<file path="config.mk">
export PLATFORM = sky130hd
export DESIGN_NAME = rtc_time_writer
export DESIGN_NICKNAME = d
export VERILOG_FILES = /design/src/rtl/rtc_pkg.sv /design/src/rtl/rtc_phase_timer.sv /design/src/rtl/rtc_time_writer.sv
export SDC_FILE = /design/constraint.sdc
export NUM_CORES = 1
export LEC_CHECK = 0
export CORE_ASPECT_RATIO = 0.8
export CORE_MARGIN = 1
export CORE_UTILIZATION = 30
export CTS_BUF_LIST = sky130_fd_sc_hd__clkbuf_2 sky130_fd_sc_hd__clkbuf_4 sky130_fd_sc_hd__clkbuf_8
export DETAILED_ROUTE_END_ITERATION = 6
export PLACE_DENSITY = 0.57
export REMOVE_ABC_BUFFERS = 1
export SLEW_MARGIN = 5
export SYNTH_ARGS = -nofsm -noshare
export SYNTH_HDL_FRONTEND = slang
export SYNTH_SLANG_ARGS = --single-unit
</file>
<file path="constraint.sdc">
create_clock -name clk -period 2.85 [get_ports clk]
set_clock_uncertainty 0.15 [all_clocks]
set_input_delay 0.4275 -clock clk [delete_from_list [all_inputs] [get_ports clk]]
set_output_delay 0.4275 -clock clk [all_outputs]
set_load 0.01 [all_outputs]
</file>
<file path="src/rtl/rtc_pkg.sv">
// Shared definitions for the RTC time writer.
//  - default RTC register addresses and the transfer-command data byte
//  - bus-state encoding of the write sequencer
//  - hour_byte(): hour register value for 12 h / 24 h format
package rtc_pkg;

  localparam logic [7:0] ADDR_SEC_DEF  = 8'h21;
  localparam logic [7:0] ADDR_MIN_DEF  = 8'h22;
  localparam logic [7:0] ADDR_HOUR_DEF = 8'h23;
  localparam logic [7:0] ADDR_CMD_DEF  = 8'hF2;
  localparam logic [7:0] CMD_DATA      = 8'hFF;

  // Index of the last transaction (SEC=0, MIN=1, HOUR=2, CMD=3).
  localparam logic [1:0] LAST_IDX = 2'd3;

  typedef enum logic [2:0] {
    IDLE  = 3'd0,
    A_SET = 3'd1,
    A_WR  = 3'd2,
    A_HLD = 3'd3,
    D_SET = 3'd4,
    D_WR  = 3'd5,
    D_HLD = 3'd6
  } bus_state_t;

  // In 12 h mode the RTC wants the PM flag in bit 5 and the BCD hour in
  // bits 4:0; in 24 h mode the editor's byte goes through untouched.
  function automatic logic [7:0] hour_byte(input logic [7:0] h,
                                           input logic       ampm,
                                           input logic       fmt12);
    return fmt12 ? {2'b00, ampm, h[4:0]} : h;
  endfunction

endpackage

</file>
<file path="src/rtl/rtc_phase_timer.sv">
// Bus-phase timer: counts 0..T_PHASE-1 and flags the last cycle of a phase.
// Ports:
//  clk       in  system clock
//  reset     in  asynchronous active-high reset
//  restart   in  reload the count to 0 (asserted on every state change)
//  phase_end out high while the count is T_PHASE-1
module rtc_phase_timer #(
  parameter int T_PHASE = 10
) (
  input  logic clk,
  input  logic reset,
  input  logic restart,
  output logic phase_end
);

  logic [7:0] cnt;

  assign phase_end = (cnt == 8'(T_PHASE - 1));

  always_ff @(posedge clk or posedge reset) begin
    if (reset) begin
      cnt <= '0;
    end else if (restart || phase_end) begin
      cnt <= '0;
    end else begin
      cnt <= cnt + 8'd1;
    end
  end

endmodule

</file>
<file path="src/rtl/rtc_time_writer.sv">
// Commits the edited time into the RTC over its multiplexed A/D write bus.
// Four write transactions (SEC, MIN, HOUR, CMD) each made of six bus
// phases of T_PHASE cycles, then a one-cycle done pulse.
//
// Handshake: start is a single-cycle request honoured only while idle;
// busy is high from the cycle after an accepted start until done; done
// pulses for one cycle as the last transaction finishes. Requests made
// while busy are dropped.
//
// Ports:
//  clk, reset         clock, asynchronous active-high reset
//  start              commit request
//  H, M, S            BCD hours/minutes/seconds from the editor
//  ampm, format       PM flag, 1 = 12 h format
//  ad_out/ad_oe       bus value and output enable
//  ad_sel             1 = address phase, 0 = data phase
//  cs_n, wr_n, rd_n   RTC strobes (rd_n held high)
//  busy, done         status
//  state_dbg          current sequencer state
module rtc_time_writer
  import rtc_pkg::*;
#(
  parameter int         T_PHASE   = 10,
  parameter logic [7:0] ADDR_SEC  = ADDR_SEC_DEF,
  parameter logic [7:0] ADDR_MIN  = ADDR_MIN_DEF,
  parameter logic [7:0] ADDR_HOUR = ADDR_HOUR_DEF,
  parameter logic [7:0] ADDR_CMD  = ADDR_CMD_DEF
) (
  input  logic       clk,
  input  logic       reset,
  input  logic       start,
  input  logic [7:0] H,
  input  logic [7:0] M,
  input  logic [7:0] S,
  input  logic       ampm,
  input  logic       format,
  output logic [7:0] ad_out,
  output logic       ad_oe,
  output logic       ad_sel,
  output logic       cs_n,
  output logic       wr_n,
  output logic       rd_n,
  output logic       busy,
  output logic       done,
  output logic [2:0] state_dbg
);

  bus_state_t state, state_next;
  logic [1:0] idx, idx_next;
  logic [7:0] snap_sec, snap_min, snap_hour;
  logic       phase_end, restart;
  logic [7:0] nxt_addr, nxt_data;
  logic       nxt_strobe, nxt_addr_ph, nxt_data_ph;

  // Reload the phase counter whenever the state moves, and hold it at 0
  // while idle so the first phase of a transfer is full length.
  assign restart   = (state == IDLE) || (state_next != state);
  assign rd_n      = 1'b1;
  assign state_dbg = state;

  rtc_phase_timer #(.T_PHASE(T_PHASE)) u_timer (
    .clk       (clk),
    .reset     (reset),
    .restart   (restart),
    .phase_end (phase_end)
  );

  always_ff @(posedge clk or posedge reset) begin
    if (reset) begin
      state <= IDLE;
      idx   <= '0;
    end else begin
      state <= state_next;
      idx   <= idx_next;
    end
  end

  always_comb begin
    state_next = state;
    idx_next   = idx;
    case (state)
      IDLE: begin
        if (start) begin
          state_next = A_SET;
          idx_next   = '0;
        end
      end
      A_SET: if (phase_end) state_next = A_WR;
      A_WR:  if (phase_end) state_next = A_HLD;
      A_HLD: if (phase_end) state_next = D_SET;
      D_SET: if (phase_end) state_next = D_WR;
      D_WR:  if (phase_end) state_next = D_HLD;
      D_HLD: begin
        if (phase_end) begin
          if (idx == LAST_IDX) begin
            state_next = IDLE;
          end else begin
            state_next = A_SET;
            idx_next   = idx + 2'd1;
          end
        end
      end
      default: state_next = IDLE;
    endcase
  end

  // Snapshot is taken only on an accepted start, so edits made during a
  // transfer never leak into it.
  always_ff @(posedge clk or posedge reset) begin
    if (reset) begin
      snap_sec  <= '0;
      snap_min  <= '0;
      snap_hour <= '0;
    end else if (state == IDLE && start) begin
      snap_sec  <= S;
      snap_min  <= M;
      snap_hour <= hour_byte(H, ampm, format);
    end
  end

  always_comb begin
    nxt_addr = ADDR_SEC;
    nxt_data = snap_sec;
    case (idx_next)
      2'd0: begin nxt_addr = ADDR_SEC;  nxt_data = snap_sec;  end
      2'd1: begin nxt_addr = ADDR_MIN;  nxt_data = snap_min;  end
      2'd2: begin nxt_addr = ADDR_HOUR; nxt_data = snap_hour; end
      default: begin nxt_addr = ADDR_CMD; nxt_data = CMD_DATA; end
    endcase
  end

  assign nxt_strobe  = (state_next == A_WR) || (state_next == D_WR);
  assign nxt_addr_ph = (state_next == A_SET) || (state_next == A_WR) ||
                       (state_next == A_HLD);
  assign nxt_data_ph = (state_next == D_SET) || (state_next == D_WR) ||
                       (state_next == D_HLD);

  // Outputs are registered from the next-state decode so they line up
  // with the state register and never glitch on the RTC pins.
  always_ff @(posedge clk or posedge reset) begin
    if (reset) begin
      ad_out <= '0;
      ad_oe  <= 1'b0;
      ad_sel <= 1'b0;
      cs_n   <= 1'b1;
      wr_n   <= 1'b1;
      busy   <= 1'b0;
      done   <= 1'b0;
    end else begin
      ad_oe  <= (state_next != IDLE);
      ad_sel <= nxt_addr_ph;
      ad_out <= nxt_addr_ph ? nxt_addr : (nxt_data_ph ? nxt_data : 8'h00);
      cs_n   <= ~nxt_strobe;
      wr_n   <= ~nxt_strobe;
      busy   <= (state_next != IDLE);
      done   <= (state == D_HLD) && phase_end && (idx == LAST_IDX);
    end
  end

endmodule

</file>
==> results of run 1 <==
tightest hold or removal path: stages (launching register included):
cell and delay [ns]:
dfrtp_1 0.35, nand2_1 0.05, nand2_1 0.05
cell families (layout without fill, tap and decap cells):
logic type      after synthesis  after routing  synth area share [%]
simple gates                122            122                  25.2
buf+inv                      20             64                  4.29
fa+ha+maj                     2              2                  1.09
compound gates               40             40                  12.4
mux                           2              2                 0.923
xor+xnor                      7              7                  2.66
flops                        49             49                  53.3
other cells                   1              1                 0.163
per-stage QoR:
step / setup WS (ns) / hold WS [ns] / utilization [%] / total power, mW / std cells
floorplan: 0.114 / 0.288 / - / 1.73 / 229
global placement: 0.382 / 0.310 / 38.7 / 2.16 / 386
detailed placement: 0.344 / 0.309 / 38.7 / 2.17 / 386
CTS: 0.511 / 0.331 / 39.7 / 2.55 / 392
global route: 0.319 / 0.367 / 39.7 / 2.74 / 392
finish: 0.505 / 0.326 / 39.7 / 2.51 / 392
power by group through the flow:
stage                     Clock, mW  Combinational, mW  Sequential [mW]
after floorplan                   0              0.535             1.19
after global placement            0              0.963             1.19
after detailed placement          0              0.985             1.19
after CTS                     0.381              0.988             1.18
after global routing          0.420               1.11             1.21
final                         0.366              0.971             1.18
layout make-up:
type / instances / area share [%]
clock inverters: 1 / 0.170
inverters: 6 / 0.849
flip-flops and latches: 49 / 41.6
repair buffers: 52 / 17.1
well taps: 105 / 4.46
multi-input cells: 174 / 33.5
clock buffers: 5 / 2.33
layout by cell type (no fill, tap or decap), types with 3 or more instances in the layout:
cell type | synthesis | routed
a22oi_1 | 4 | 4
nor3b_1 | 3 | 3
o21ai_0 | 12 | 12
nand3_1 | 8 | 8
xnor2_1 | 4 | 4
inv_1 | 5 | 4
and3_1 | 5 | 5
nand2_1 | 74 | 74
clkdlybuf4s50_1 | 0 | 45
a221oi_1 | 4 | 4
buf_4 | 3 | 7
nor3_1 | 3 | 3
xor2_1 | 3 | 3
nor2_1 | 13 | 13
a21oi_1 | 7 | 7
dfrtp_1 | 48 | 48
clkbuf_8 | 0 | 5
flip-flops by register name (all words and copies together), names as in the netlist:
register,count
busy,1
idx,2
snap_sec,8
state_dbg,3
ad_out,8
snap_hour,8
done,1
wr_n,1
snap_min,8
u_timer.cnt,8
ad_sel,1
routing by layer:
layer | wire (um) | up-vias
met5 | 0 | -
met4 | 59 | 0
met3 | 294 | 5
met2 | 2250 | 58
met1 | 2480 | 872
li1 | - | 918
cells in the mapped netlist, types with 2 or more instances:
library cell and n:
a211oi_1 2, inv_1 5, nor4b_1 2, buf_4 3
o211ai_1 2, clkbuf_1 8, nor4b_2 2, nor2_1 13
a22oi_1 4, nand3b_1 2, and3_1 5, o221ai_1 2
nand2_1 74, nand3_1 8, a21oi_1 7, nand2b_1 2
xnor2_1 4, dfrtp_1 48, nor3b_1 3, xor2_1 3
o21ai_0 12, nand4_1 2, nor3_1 3, a221oi_1 4
ha_1 2, o221a_2 2
worst min path at each step:
stage / to / cells past startpoint
2_1_floorplan: snap_sec[4]$_DFFE_PP0P_ / 2
3_3_place_gp: snap_sec[7]$_DFFE_PP0P_ / 2
3_5_place_dp: snap_sec[7]$_DFFE_PP0P_ / 2
4_1_cts: snap_sec[7]$_DFFE_PP0P_ / 2
5_1_grt: snap_hour[2]$_DFFE_PP0P_ / 2
6_report: snap_sec[7]$_DFFE_PP0P_ / 2
==> flow_summary_export.csv, run 1 <==
group,metric,value,unit
logic_synthesis,synth_cells,243,
logic_synthesis,yosys.area.top_type_share,52.1,%
floorplan,die_h,80.4,um
pwr,pwr-share-comb,38.6,%
global_routing,grt_max_degree,34,
pwr,power_frac_seq,46.8,%
clocking,postCtsResizedCells,0,
route,routedWlPerCell,13.0,um
critical_path,crit_family,"compound AO/OA/AOI/OAI gates",
route,vias,1853,
critical_path,crit_end,"ad_out[7]$_DFF_PP0_",
layout,fill_cells,777,
floorplan,io_pins,47,
critical_path,critPathLaunchType,"flip-flop",
route,antenna_left,0,
global_routing,grt_use_met2,21.1,%
clocking,clk_pin_slew,0.08,ns
logic_synthesis,synth-edff-count,0,
sta,hold_viol,0,
logic_synthesis,synth_top_cell_by_area,"dfrtp_1",
critical_path,r2r-start,"u_timer.cnt[1]$_DFF_PP0_",
layout,area_growth,27.9,%
pwr,p_leak,1.33,nW
clocking,clock_path_buffers,2,
pwr,p_sw,892,uW
route,via_per_inst,4.73,
clocking,clkSinkCount,49,
sta,rsz0062_at_grt,"false",
floorplan,die_w,100,um
route,drt_pass1_iterations,4,
critical_path,cp.depth,8,
placed_design,portBuffers,45,
pwr,peakVddDrop,0.253,mV
sta,tightestPinTransition,0.694,ns
logic_synthesis,synth_ff_type,"dfrtp_1",
layout,nets,319,
global_routing,antenna_found_initial,0,
route,drc,0,
critical_path,r2r_slack,0.50,ns
worst_hold_path,hold_start,"snap_sec[7]$_DFFE_PP0P_",
critical_path,slowest_stage,"or3b_2",
route,wl,5080,um
clocking,clk_latency,0.29,ns
run_status,status,"complete, no violations",
critical_path,crit_chain,"inv_1 -> ha_1 -> or3b_2 -> nor2_4 -> o221a_2 -> inv_4 -> o211ai_2 -> o21ai_0",
placed_design,gp_congestion,0.784,
sta,tns,0,ns
clocking,post_cts_buffers,0,
critical_path,cp_data_required_time,2.87,ns
critical_path,path_class,"reg2reg",
placed_design,dp_hpwl,3660,um
sta,fin_crit_sh,82.3,%
layout,register_area,0.00123,mm^2
logic_synthesis,synth_cell_types,45,
sta,setup_viol,0,
pwr,sw_frac_of_total,35.5,%
logic_synthesis,synth-async-reset-ratio,100,%
critical_path,cp_max_fo,10,
sta,period_minus_slack,2.35,ns
global_routing,grt_overflow,0,
global_routing,use_met1,19.8,%
logic_synthesis,synth_seq_cells,49,
global_routing,top_usage_layer,"met2",
logic_synthesis,synth-seq-area-share,53.3,%
pwr,p_int,1.62,mW
floorplan,fp-row-count,28,
logic_synthesis,synth_area_per_cell,9.48,um^2
clocking,cts_root_buffer,"clkbuf_8",
sta,maxSlewViolCount,0,
pwr,clkPwrFrac,14.6,%
critical_path,max_stage_delay,0.49,ns
floorplan,start_util,31.0,%
clocking,cts_made_buffers,5,
logic_synthesis,netlist_top_cells_area,"dfrtp_1 52%, nand2_1 12%, o21ai_0 2.6%",
global_routing,first_global_vias,1763,
critical_path,r2r_cells,8,
sta,clock.fmax,0.426,GHz
pwr,p_per_area,853,mW/mm^2
layout,drive_above_1_share,9.41,%
flow_run,maxCapViolCount,0,
critical_path,worstSetupStartpoint,"u_timer.cnt[1]$_DFF_PP0_",
clocking,cts_tree,"yes",
global_routing,grt_util_all_layers,14.0,%
clocking,cts_max_level,2,
floorplan,design.core.area,0.00743,mm^2
critical_path,path_buf_inv,2,
critical_path,worstReg2RegEnd,"ad_out[7]$_DFF_PP0_",
worst_hold_path,hp-class,"reg2reg",
layout,multi_input_area,987,um^2
logic_synthesis,yosysWarnings,0,
clocking,ctsHoldBuffers,0,
sta,slew_headroom,53.7,%
global_routing,grtUsageMet3,3.05,%
critical_path,worstPathArrival,2.36,ns
floorplan,die-area,0.00804,mm^2
global_routing,grt_pass1_wl,8720,um
route,drtIter0Drc,134,
logic_synthesis,synthesis.area,0.00230,mm^2
placed_design,place_area,0.00287,mm^2
layout,antenna_cells,0,
critical_path,end_kind,"flip-flop",
layout,final_area,0.00295,mm^2
(Power assumes the default switching activity.)
==> run 2: changes to the inputs <==
--- a/config.mk
+++ b/config.mk
@@ -10,7 +10,7 @@
 export CORE_UTILIZATION = 30
 export CTS_BUF_LIST = sky130_fd_sc_hd__clkbuf_2 sky130_fd_sc_hd__clkbuf_4 sky130_fd_sc_hd__clkbuf_8
 export DETAILED_ROUTE_END_ITERATION = 6
-export PLACE_DENSITY = 0.57
+export PLACE_DENSITY = 0.59
 export REMOVE_ABC_BUFFERS = 1
 export SLEW_MARGIN = 5
 export SYNTH_ARGS = -nofsm -noshare
==> constraint.sdc (replaced) <==
create_clock -name clk -period 1.9 [get_ports clk]
set_clock_uncertainty 0.15 [all_clocks]
set_input_delay 0.285 -clock clk [delete_from_list [all_inputs] [get_ports clk]]
set_output_delay 0.285 -clock clk [all_outputs]
set_load 0.01 [all_outputs]
==> run 2 against run 1 <==
Against the previous run:
- core utilization rose by 7.4 points
- largest power group is now combinational logic
- sequential power rose by 47%
- die area did not move
- critical path depth did not move
- sequential share of layout area fell by 6.5 points
- combinational power rose by 110%
- worst hold slack got worse by 0.14 ns
- final area rose by 19%
- the flow now finishes with violations (setup timing)
==> flow_summary_export.csv, run 2 (synthesis results as in run 1) <==
group,metric,value,unit
run_status,status,"finished with violations",
run_status,violations,"setup timing",
pwr,peakVddDrop,0.385,mV
pwr,p_sw,1.58,mW
pwr,power_frac_seq,37.8,%
critical_path,critPathLaunchType,"flip-flop",
critical_path,cp_data_required_time,1.97,ns
clocking,ctsHoldBuffers,0,
clocking,cts_root_buffer,"clkbuf_8",
route,antenna_left,0,
floorplan,start_util,31.0,%
critical_path,worstSetupStartpoint,"u_timer.cnt[0]$_DFF_PP0_",
pwr,p_leak,1.63,nW
critical_path,max_stage_delay,0.39,ns
floorplan,design.core.area,0.00743,mm^2
floorplan,die_w,100,um
pwr,clkPwrFrac,16.9,%
global_routing,antenna_found_initial,0,
placed_design,gp_congestion,0.802,
sta,fin_crit_sh,108,%
route,drtIter0Drc,72,
critical_path,r2r_cells,8,
critical_path,cp_max_fo,5,
layout,drive_above_1_share,27.1,%
layout,nets,358,
critical_path,crit_path_frequent_cell,"buf_4",
sta,rsz0062_at_grt,"true",
sta,hold_viol,0,
sta,period_minus_slack,2.06,ns
floorplan,die_h,80.4,um
route,via_per_inst,4.64,
pwr,p_int,3.00,mW
pwr,sw_frac_of_total,34.5,%
placed_design,dp_hpwl,3830,um
critical_path,slowest_stage,"dfrtp_1",
route,routedWlPerCell,13.1,um
layout,final_common_cell,"nand2_1",
floorplan,fp-row-count,28,
layout,multi_input_area,0.00115,mm^2
layout,register_area,0.00123,mm^2
layout,antenna_cells,0,
clocking,cts_tree,"yes",
global_routing,grt_max_degree,50,
clocking,clock_path_buffers,2,
route,vias,2007,
critical_path,r2r_slack,-0.16,ns
critical_path,worstPathArrival,2.13,ns
critical_path,path_class,"reg2reg",
route,wl,5650,um
sta,fin_ws,-0.157,ns
layout,fill_cells,723,
floorplan,die-area,0.00804,mm^2
sta,clock.fmax,0.486,GHz
placed_design,portBuffers,45,
global_routing,grt_pass1_wl,9250,um
clocking,clk_pin_slew,0.09,ns
layout,area_growth,51.6,%
flow_run,maxCapViolCount,0,
critical_path,end_kind,"flip-flop",
global_routing,grt_overflow,0,
critical_path,worstReg2RegEnd,"ad_out[0]$_DFF_PP0_",
global_routing,grt_util_all_layers,15.0,%
sta,setup_viol,8,
global_routing,first_global_vias,1932,
sta,maxSlewViolCount,0,
placed_design,dpl_worst_slack,-0.484,ns
floorplan,io_pins,47,
clocking,clk_latency,0.30,ns
clocking,clkSinkCount,49,
worst_hold_path,hp-class,"in2async",
route,drt_pass1_iterations,4,
layout,most-common-layout-cells,"72 x nand2_1, 48 x dfrtp_1, 44 x clkdlybuf4s50_1, 37 x buf_4, 13 x nor2_1",
pwr,p_per_area,1310,mW/mm^2
route,drc,0,
sta,whs,0.181,ns
clocking,cts_max_level,2,
critical_path,crit_chain,"ha_2 -> nor3b_2 -> buf_4 -> and3_2 -> buf_4 -> nor4b_2 -> a211oi_2 -> o221ai_1",
critical_path,r2r-start,"u_timer.cnt[0]$_DFF_PP0_",
clocking,cts_made_buffers,5,
critical_path,crit_end,"ad_out[0]$_DFF_PP0_",
pwr,pwr-share-comb,45.2,%
[run 2: changes by cell type in the layout (fill, tap and decap cells not counted), moves of 3 or more]
cell      previous run  this run
o21ai_1              0         7
buf_6                0         8
buf_4                7        37
a21oi_1              7         4
a221oi_1             4         0
o21ai_0             12         5
a221oi_2             0         4
[run 2: worst min path at each step]
stage	to	cells after the start	slack, ns
floorplan	snap_hour[0]$_DFFE_PP0P_	2	0.24
global placement	snap_sec[7]$_DFFE_PP0P_	2	0.31
detailed placement	snap_sec[7]$_DFFE_PP0P_	2	0.31
CTS	snap_hour[2]$_DFFE_PP0P_	3	0.20
global route	ad_out[3]$_DFF_PP0_	3	0.21
finish	ad_sel$_DFF_PP0_	3	0.18
[run 2: power by group through the flow]
stage / sequential (mW) / combinational [mW] / clock, mW
after floorplan: 1.79 / 0.802 / 0
after CTS: 1.73 / 1.88 / 0.797
after global placement: 1.73 / 1.72 / 0
final: 1.73 / 2.07 / 0.775
after detailed placement: 1.73 / 1.76 / 0
after global routing: 1.78 / 2.28 / 0.846
[run 2: stage by stage]
step	total power [mW]	TNS [ns]	cell area, um^2	cells	util [%]
2_1_floorplan	2.59	-12.11	2230	229	-
3_3_place_gp	3.45	-4.49	3080	412	41.5
3_5_place_dp	3.49	-4.93	3080	412	41.5
4_1_cts	4.40	-0.616	3360	424	45.2
5_1_grt	4.91	-1.80	3490	433	47.1
6_report	4.57	-0.760	3490	433	47.1
[run 2: area by class of cell]
class / count / area share [%]
Sequential cell: 49 / 35.1
Multi-Input combinational cell: 174 / 32.8
Timing Repair Buffer: 91 / 24.1
Tap cell: 105 / 3.76
Clock buffer: 6 / 2.36
Clock inverter: 2 / 1.07
Inverter: 6 / 0.788
[run 2: worst max-delay path: cells and delay by family, from the launching register on]
kind	cells	cell delay (ns)
simple gates	3	0.69
flops	1	0.39
buf+inv	2	0.31
compound gates	2	0.25
fa+ha+maj	1	0.19
[run 2: routing by layer]
| layer | up-vias | routed length, um | part of all wire (%) | GRT usage [%] |
|---|---|---|---|---|
| met2 | 42 | 2620 | 46 | 22.7 |
| met1 | 958 | 2740 | 49 | 21.2 |
| met3 | 8 | 205 | 3.6 | 2.79 |
| met5 | - | 0 | 0 | 0 |
| li1 | 999 | - | - | - |
| met4 | 0 | 82 | 1.5 | 5.65 |
[run 2: what timing repair did]
item,CTS,global route
endpoints found under the hold margin,0,0
resized for setup,29,18
setup buffers,4,9
pin swaps,10,9
endpoints found under the setup margin,12,14
